[config.mk]
export PLATFORM = sky130hd
export DESIGN_NAME = div32_iter
export DESIGN_NICKNAME = d
export VERILOG_FILES = /design/src/rtl/div_pkg.sv /design/src/rtl/div_negate32.sv /design/src/rtl/div32_iter.sv
export SDC_FILE = /design/constraint.sdc
export NUM_CORES = 1
export LEC_CHECK = 0
export ABC_CLOCK_PERIOD_IN_PS = 4100
export BUFFER_PORTS_ARGS = -buffer_cell sky130_fd_sc_hd__buf_2
export CAP_MARGIN = 25
export CORE_UTILIZATION = 45
export CTS_CLUSTER_DIAMETER = 40
export DETAILED_ROUTE_END_ITERATION = 12
export GPL_TIMING_DRIVEN = 0
export HOLD_SLACK_MARGIN = 0.03
export PLACE_DENSITY = 0.65
export SYNTH_ARGS = -nofsm -noshare
export SYNTH_HDL_FRONTEND = slang
export SYNTH_SLANG_ARGS = --single-unit
[constraint.sdc]
create_clock -name clock -period 4.1 [get_ports clock]
set_input_delay 0.205 -clock clock [delete_from_list [all_inputs] [get_ports clock]]
set_output_delay 0.205 -clock clock [all_outputs]
set_load 0.02 [all_outputs]
[src/rtl/div_pkg.sv]
`default_nettype none
// ----------------------------------------------------------------------------
// div_pkg : shared constants and FSM state type for the div32_iter divider
// Revision: 1.0
// ----------------------------------------------------------------------------
package div_pkg;

  localparam int DIV_WIDTH  = 32;
  localparam int CNT_W      = 6;
  localparam int ITER_COUNT = 32;

  typedef enum logic [1:0] {
    ST_IDLE = 2'd0,
    ST_RUN  = 2'd1,
    ST_FIX  = 2'd2,
    ST_DONE = 2'd3
  } state_t;

endpackage
`default_nettype wire

[src/rtl/div_negate32.sv]
`default_nettype none
// ----------------------------------------------------------------------------
// div_negate32 : 32-bit two's-complement negation (invert and add one)
// Revision: 1.0
// ----------------------------------------------------------------------------
module div_negate32 (
  input  logic [31:0] value,
  output logic [31:0] negated
);

  assign negated = ~value + 32'd1;

endmodule
`default_nettype wire

[src/rtl/div32_iter.sv]
`default_nettype none
// ----------------------------------------------------------------------------
// div32_iter : iterative 32-bit restoring divider, one quotient bit per clock.
// Build option: DIV_SIGNED_EN selects two's-complement operands.
// Revision: 1.0
// ----------------------------------------------------------------------------
module div32_iter
  import div_pkg::*;
#(
  parameter int WIDTH = DIV_WIDTH
) (
  input  logic             clock,
  input  logic             reset_n,
  input  logic             ctrl_div,
  input  logic [WIDTH-1:0] data_operandA,
  input  logic [WIDTH-1:0] data_operandB,
  output logic [WIDTH-1:0] data_result,
  output logic [WIDTH-1:0] data_remainder,
  output logic             data_exception,
  output logic             data_resultRDY,
  output logic             busy
);

  state_t           state;
  state_t           state_nx;
  logic             start_ok;
  logic             div_zero;
  logic [CNT_W-1:0] cnt;
  logic [WIDTH-1:0] quo;
  logic [WIDTH-1:0] dvs;
  logic [WIDTH-1:0] rem;

  logic [WIDTH-1:0] mag_a;
  logic [WIDTH-1:0] mag_b;
  logic [WIDTH-1:0] fix_q;
  logic [WIDTH-1:0] fix_r;
  logic             exc_fix;

  logic [WIDTH:0]   shifted;
  logic [WIDTH:0]   trial;
  logic             fits;
  logic [WIDTH-1:0] rem_nx;
  logic             unused_trial_msb;

  // Restoring step: shift in the next dividend bit, keep the subtract if it fits.
  assign shifted          = {rem, quo[WIDTH-1]};
  assign fits             = (shifted >= {1'b0, dvs});
  assign trial            = shifted - {1'b0, dvs};
  assign rem_nx           = fits ? trial[WIDTH-1:0] : shifted[WIDTH-1:0];
  assign unused_trial_msb = trial[WIDTH];

`ifdef DIV_SIGNED_EN
  logic [WIDTH-1:0] neg_a;
  logic [WIDTH-1:0] neg_b;
  logic [WIDTH-1:0] neg_quo;
  logic [WIDTH-1:0] neg_rem;
  logic             neg_q_sel;
  logic             neg_r_sel;
  logic             ovf;

  div_negate32 u_neg_a   (.value(data_operandA), .negated(neg_a));
  div_negate32 u_neg_b   (.value(data_operandB), .negated(neg_b));
  div_negate32 u_neg_quo (.value(quo),           .negated(neg_quo));
  div_negate32 u_neg_rem (.value(rem),           .negated(neg_rem));

  assign mag_a   = data_operandA[WIDTH-1] ? neg_a : data_operandA;
  assign mag_b   = data_operandB[WIDTH-1] ? neg_b : data_operandB;
  assign fix_q   = neg_q_sel ? neg_quo : quo;
  assign fix_r   = neg_r_sel ? neg_rem : rem;
  assign exc_fix = ovf;

  always_ff @(posedge clock or negedge reset_n) begin
    if (!reset_n) begin
      neg_q_sel <= 1'b0;
      neg_r_sel <= 1'b0;
      ovf       <= 1'b0;
    end else if (start_ok) begin
      neg_q_sel <= data_operandA[WIDTH-1] ^ data_operandB[WIDTH-1];
      neg_r_sel <= data_operandA[WIDTH-1];
      ovf       <= (data_operandA == {1'b1, {(WIDTH-1){1'b0}}}) &&
                   (data_operandB == {WIDTH{1'b1}});
    end
  end
`else
  assign mag_a   = data_operandA;
  assign mag_b   = data_operandB;
  assign fix_q   = quo;
  assign fix_r   = rem;
  assign exc_fix = 1'b0;
`endif

  always_ff @(posedge clock or negedge reset_n) begin
    if (!reset_n) begin
      state <= ST_IDLE;
    end else begin
      state <= state_nx;
    end
  end

  always_comb begin
    state_nx       = state;
    start_ok       = 1'b0;
    busy           = 1'b0;
    data_resultRDY = 1'b0;
    case (state)
      ST_IDLE: begin
        if (ctrl_div) begin
          start_ok = 1'b1;
          state_nx = ST_RUN;
        end
      end
      ST_RUN: begin
        busy = 1'b1;
        if (div_zero) begin
          state_nx = ST_DONE;
        end else if (cnt == CNT_W'(ITER_COUNT - 1)) begin
          state_nx = ST_FIX;
        end
      end
      ST_FIX: begin
        busy     = 1'b1;
        state_nx = ST_DONE;
      end
      ST_DONE: begin
        data_resultRDY = 1'b1;
        if (ctrl_div) begin
          start_ok = 1'b1;
          state_nx = ST_RUN;
        end else begin
          state_nx = ST_IDLE;
        end
      end
      default: state_nx = ST_IDLE;
    endcase
  end

  // A zero divisor keeps the raw dividend in quo so it can be returned as the remainder.
  always_ff @(posedge clock or negedge reset_n) begin
    if (!reset_n) begin
      cnt            <= '0;
      quo            <= '0;
      dvs            <= '0;
      rem            <= '0;
      div_zero       <= 1'b0;
      data_result    <= '0;
      data_remainder <= '0;
      data_exception <= 1'b0;
    end else if (start_ok) begin
      cnt            <= '0;
      rem            <= '0;
      div_zero       <= (data_operandB == '0);
      quo            <= (data_operandB == '0) ? data_operandA : mag_a;
      dvs            <= mag_b;
      data_exception <= 1'b0;
    end else if (state == ST_RUN) begin
      if (div_zero) begin
        data_result    <= '0;
        data_remainder <= quo;
        data_exception <= 1'b1;
      end else begin
        cnt <= cnt + CNT_W'(1);
        rem <= rem_nx;
        quo <= {quo[WIDTH-2:0], fits};
      end
    end else if (state == ST_FIX) begin
      data_result    <= fix_q;
      data_remainder <= fix_r;
      data_exception <= exc_fix;
    end
  end

endmodule
`default_nettype wire

### Yosys cells after proc, flatten, opt, wreduce, memory -nomap -nowiden

Index checks and enable logic that the tools add are counted.

| storage, ports and cells | value |
|---|---|
| flip-flop bits (word level) | 170 |
| bits of input ports | 67 |
| output and inout bits | 67 |
| logic and storage cells | 62 |

| cells by class | value |
|---|---|
| $add $sub $neg | 2 |
| $lt $le $gt $ge | 1 |
| eq/ne operators | 9 |
| multiplexer cells | 29 |
| bitwise operators | 1 |
| reduce and logical (&&, ||, !) cells | 11 |

Operators with widths:

| cell | count |
|---|---|
| 2-to-1 mux 32 bit | 13 |
| >= comparator 33 x 32 -> 1 bit | 1 |
| zero test 32 bit | 1 |
| subtractor 32 bit | 1 |
| 2-to-1 mux 6 bit | 3 |
| 2-to-1 mux 1 bit | 9 |
| one-hot mux 2 bit (4 select lines) | 1 |
| adder 6 x 1 -> 6 bit, second input constant | 1 |
| equality test 6 x 5 -> 1 bit, second input constant | 1 |
| 2-to-1 mux 2 bit | 3 |
| inequality test 2 bit, second input constant | 3 |
| inequality test 3 bit, second input constant | 2 |
| AND reduction 2 bit | 3 |
| equality test 2 bit, second input constant | 2 |
| nonzero test 2 bit | 2 |
| OR reduction 2 bit | 2 |
| AND reduction 3 bit | 1 |
| nonzero test 3 bit | 1 |
| equality test 2 x 1 -> 1 bit, second input constant | 1 |
| zero test 2 bit | 1 |
| NOT 1 bit | 1 |

### Depth between registers and ports, before layout

| logic depth | value |
|---|---|
| depth after elaboration | 5 |
| depth in mapped cells | 13 |
| depth with buffers taken out | 12 |

### Least setup slack after synthesis

OpenSTA, ideal clock, no wires.

| timing | value |
|---|---|
| path kind | reg-to-reg |
| start point | reg quo[31], in the netlist fix_q[31] |
| end point | reg rem[30], in the netlist fix_r[30] |
| setup time | 0.121 ns |
| data arrival time | 2.464 ns |
| data required time | 3.979 ns |
| setup slack | 1.515 ns |
| cell stages (with the launch flop) | 13 |
| buffers on the path | 0 |
| clock period less this slack | 2.585 ns |
| path through | dfrtp_1 inv_1 ha_1 fa_1 nor2b_1 o31a_1 o2111ai_1 and3_4 a2111oi_2 o31ai_2 mux2_1 nand2_1 a22o_1 |

| on the way | value |
|---|---|
| word-level cells in the longest chain between the ends | 5 |
| elaborated cells on any way between the ends | 6 |
| classes of those cells | 1 x add/sub; 1 x order compare; 4 x mux |

Ends and longest elaborated chain:

| item | line | text |
|---|---|---|
| start, declared | div32_iter.sv:29 | `logic [WIDTH-1:0] quo;` |
| start signal, assigned | div32_iter.sv:152 | `quo <= (data_operandB == '0) ? data_operandA : mag_a;` |
| start signal, assigned | div32_iter.sv:163 | `quo <= {quo[WIDTH-2:0], fits};` |
| subtractor 32 bit / >= comparator 33 x 32 -> 1 bit (equally long branches) | div32_iter.sv:48, div32_iter.sv:47 |  |
| 2-to-1 mux 32 bit * | div32_iter.sv:49 | `assign rem_nx = fits ? trial[WIDTH-1:0] : shifted[WIDTH-1:0];` |
| 2-to-1 mux 32 bit * | div32_iter.sv:156 | `if (div_zero) begin` |
| 2-to-1 mux 32 bit * | div32_iter.sv:155 | `end else if (state == ST_RUN) begin` |
| 2-to-1 mux 32 bit * | div32_iter.sv:148 | `end else if (start_ok) begin` |
| end signal, assigned | div32_iter.sv:162 | `rem <= rem_nx;` |
| end, declared | div32_iter.sv:31 | `logic [WIDTH-1:0] rem;` |

Every way passes the cells marked *; elsewhere a longest branch is shown, timed or not. The select of a mux whose other input is x is not followed.
A chain may end at the register's enable or synchronous reset.

### Final worst setup path

Ends and elaborated chain as after synthesis.

==> out/results.txt <==
Longest Clk Path Bufs: 2
largest cells by area after synthesis: dfrtp_1 47%, nand2_1 7.9%, o21ai_0 6.2%
Area Growth Syn to Fin: 21.0%
CTS resizes: 0
synthesized instance count: 1,004
outcome: finished clean
drt pass-1 iters: 5
global-route track usage on met2: 40.4%
Buffers on Ports: 133
worst hold path class: in2reg
H-tree Lvls: 4
final net count: 1,293
Worst slew margin: 50.8%
GP Congestion: 0.889
Post-synth EDFFs: 0
Post-Syn Area: 9110 um^2
Setup-failing EPs final: 0
largest net degree at the start of global routing: 91
CTS Root Buffer Type: clkbuf_16
Die Width: 144 um
share of post-route cells with drive strength above 1: 16.0%
fin crit period: 3180 ps
critical path type: reg2reg
Via density: 5.49
Max Cap Viol: 0
worst path required time: 4460 ps
GR peak layer: met2
worst skew pair latency: 430 ps
post-DP HPWL: 19,500 um
initial cell density of the core: 46.3%
Die ar.: 20,800 um^2
Async SR Flop Fraction: 100%
DRC viols: 0
Final Instance Count excl. Fillers: 1,465
fmax: 0.315 GHz
WL/cell: 17.6 um
first-pass GRT wire length: 40,700 um
most common cell in the synthesized netlist: nand2_1
Fill cells: 1,865
clk sink count: 170
GRT Overall Usage: 25.8%
# rows: 51
Post-synth top cells: 192 x nand2_1, 170 x dfrtp_1, 113 x o21ai_0, 60 x nor2_1, 53 x a31oi_1
post-synth top area cell: dfrtp_1
Core Area: 19,700 um^2
Placed Cells: 1,403
Crit. End Element: register
Yosys cell types: 59
CTS tree: yes
Finished Core Util: 56.1%
synthesis-stage register bit count: 170
GR Util met3: 3.18%
Least-Margin Pin Slew: 738 ps
IO Pins: 134
Routed WL: 25,700 um
DR iter-0 viols: 507
Clk pin slew, worst setup/hold paths: 70 ps
maximum fanout along the worst path: 5
Mapped Avg Cell Area: 9.07 um^2
GRT met1 Usage: 37.7%
antenna violations before repair: 0
Syn Nets: 1,110
Yosys warning total: 0
RSZ-0062 raised after global routing: false
final hold violation count: 0
Seq/Total Area, Yosys: 46.7%
number of max-slew violations in the final report: 0
Final Skew: 10.8 ps
vias: 8,050
Die Y: 144 um
diode count: 0
dominant synthesized flop cell: dfrtp_1
vias in the first global route: 7,437
Setup TNS Final: 0 ps
total grt overflow: 0
final antenna-violating net count: 0
CTS Buf Count: 17
Yosys top cell area share: 46.7%
crit start category: register
Arr. time, crit path: 3540 ps
ratio of final minimum period to clock period: 77.6%
cell families (layout without fill, tap and decap cells):
family | Yosys count | after routing | synth area share (%)
AOI/OAI and AO/OA | 314 | 314 | 21.8
and+or+nand+nor | 310 | 310 | 14.5
DFF | 170 | 170 | 46.7
buffers and inverters | 106 | 302 | 4.81
adders and majority gates | 39 | 39 | 5.44
muxes | 37 | 37 | 4.09
xor gates and xnor gates | 28 | 28 | 2.69
final timing paths:
| path | start | endpoint | slack (ps) | depth (start not counted) |
|---|---|---|---|---|
| max | fix_q[31] | fix_r[30] | 920 | 12 |
| min | data_operandB[17] | dvs[17] | 30 | 3 |
| max reg2reg | fix_q[31] | fix_r[30] | 920 | 12 |
| min reg2reg | data_remainder[7] | data_remainder[7] | 480 | 2 |
| max in group asynchronous | reset_n | dvs[17] | 2900 | 3 |
| min in group asynchronous | reset_n | data_result[7] | 350 | 2 |
critical path, stage by stage, from the launching register on:
cell and delay, ps:
dfrtp_1 520, inv_1 80, ha_1 220, fa_1 380
nor2b_1 220, o31a_1 260, o2111ai_1 190, and3_4 210
a2111oi_2 410, o31ai_2 120, mux2_1 320, nand2_1 70
a22o_1 120
registers in the layout, indices dropped and copies added (netlist names):
register and cells:
cnt 6, div_zero 1, data_exception 1, data_result 32, dvs 32, state 2, data_remainder 32, fix_q 32
fix_r 32
layer usage:
layer  routed length (um)  vias to the layer above
met5                    0                        -
met4                  292                        0
met3                 1210                       20
met2                11800                      252
met1                12400                     3843
li1                     -                     3935
what timing repair did:
item	CTS	global route
hold endpoints to repair	109	0
buffers inserted	0	0
hold buffers	30	0
cell usage in the layout, fill, tap and decap left out, types with 3 or more instances in the layout:
| master | instances |
|---|---|
| a211oi_1 | 3 |
| a21o_1 | 18 |
| a21oi_1 | 46 |
| a21oi_2 | 3 |
| a22o_1 | 33 |
| a31oi_1 | 53 |
| a32oi_1 | 5 |
| and3_1 | 5 |
| buf_1 | 8 |
| buf_2 | 140 |
| buf_6 | 4 |
| clkbuf_1 | 44 |
| clkbuf_16 | 17 |
| clkinv_4 | 4 |
| dfrtp_1 | 170 |
| dlygate4sd3_1 | 30 |
| ha_1 | 38 |
| inv_1 | 43 |
| inv_6 | 3 |
| inv_8 | 5 |
| mux2i_1 | 35 |
| nand2_1 | 192 |
| nand2b_1 | 6 |
| nand3_1 | 6 |
| nand4_1 | 10 |
| nor2_1 | 60 |
| nor2b_1 | 6 |
| nor3_1 | 3 |
| nor4_1 | 10 |
| o21a_1 | 4 |
| o21ai_0 | 113 |
| o21ai_1 | 10 |
| o21bai_1 | 3 |
| or3_1 | 3 |
| xnor2_1 | 13 |
| xor2_1 | 15 |
per-stage QoR:
step | hold slack, ps | area, um^2 | setup slack [ps]
2_1_floorplan | -90.6 | 9110 | 1520
3_3_place_gp | 423 | 10100 | 157
3_5_place_dp | 224 | 10100 | 920
4_1_cts | 32.5 | 11000 | 925
5_1_grt | 34.6 | 11000 | 702
6_report | 25.7 | 11000 | 920
final cells by class:
| type | instances | area, um^2 | share of cell area (%) |
|---|---|---|---|
| Multi-Input combinational cell | 728 | 4410 | 40.1 |
| Buffer | 63 | 277 | 2.51 |
| Inverter | 43 | 161 | 1.46 |
| Clock buffer | 18 | 429 | 3.89 |
| Clock inverter | 14 | 150 | 1.36 |
| Sequential cell | 170 | 4250 | 38.6 |
| Tap cell | 265 | 332 | 3.01 |
| Timing Repair Buffer | 164 | 1000 | 9.11 |
Power is left out: the tool's default activity adds up to more than one toggle a clock period on the data nets, which glitch-free logic cannot reach.
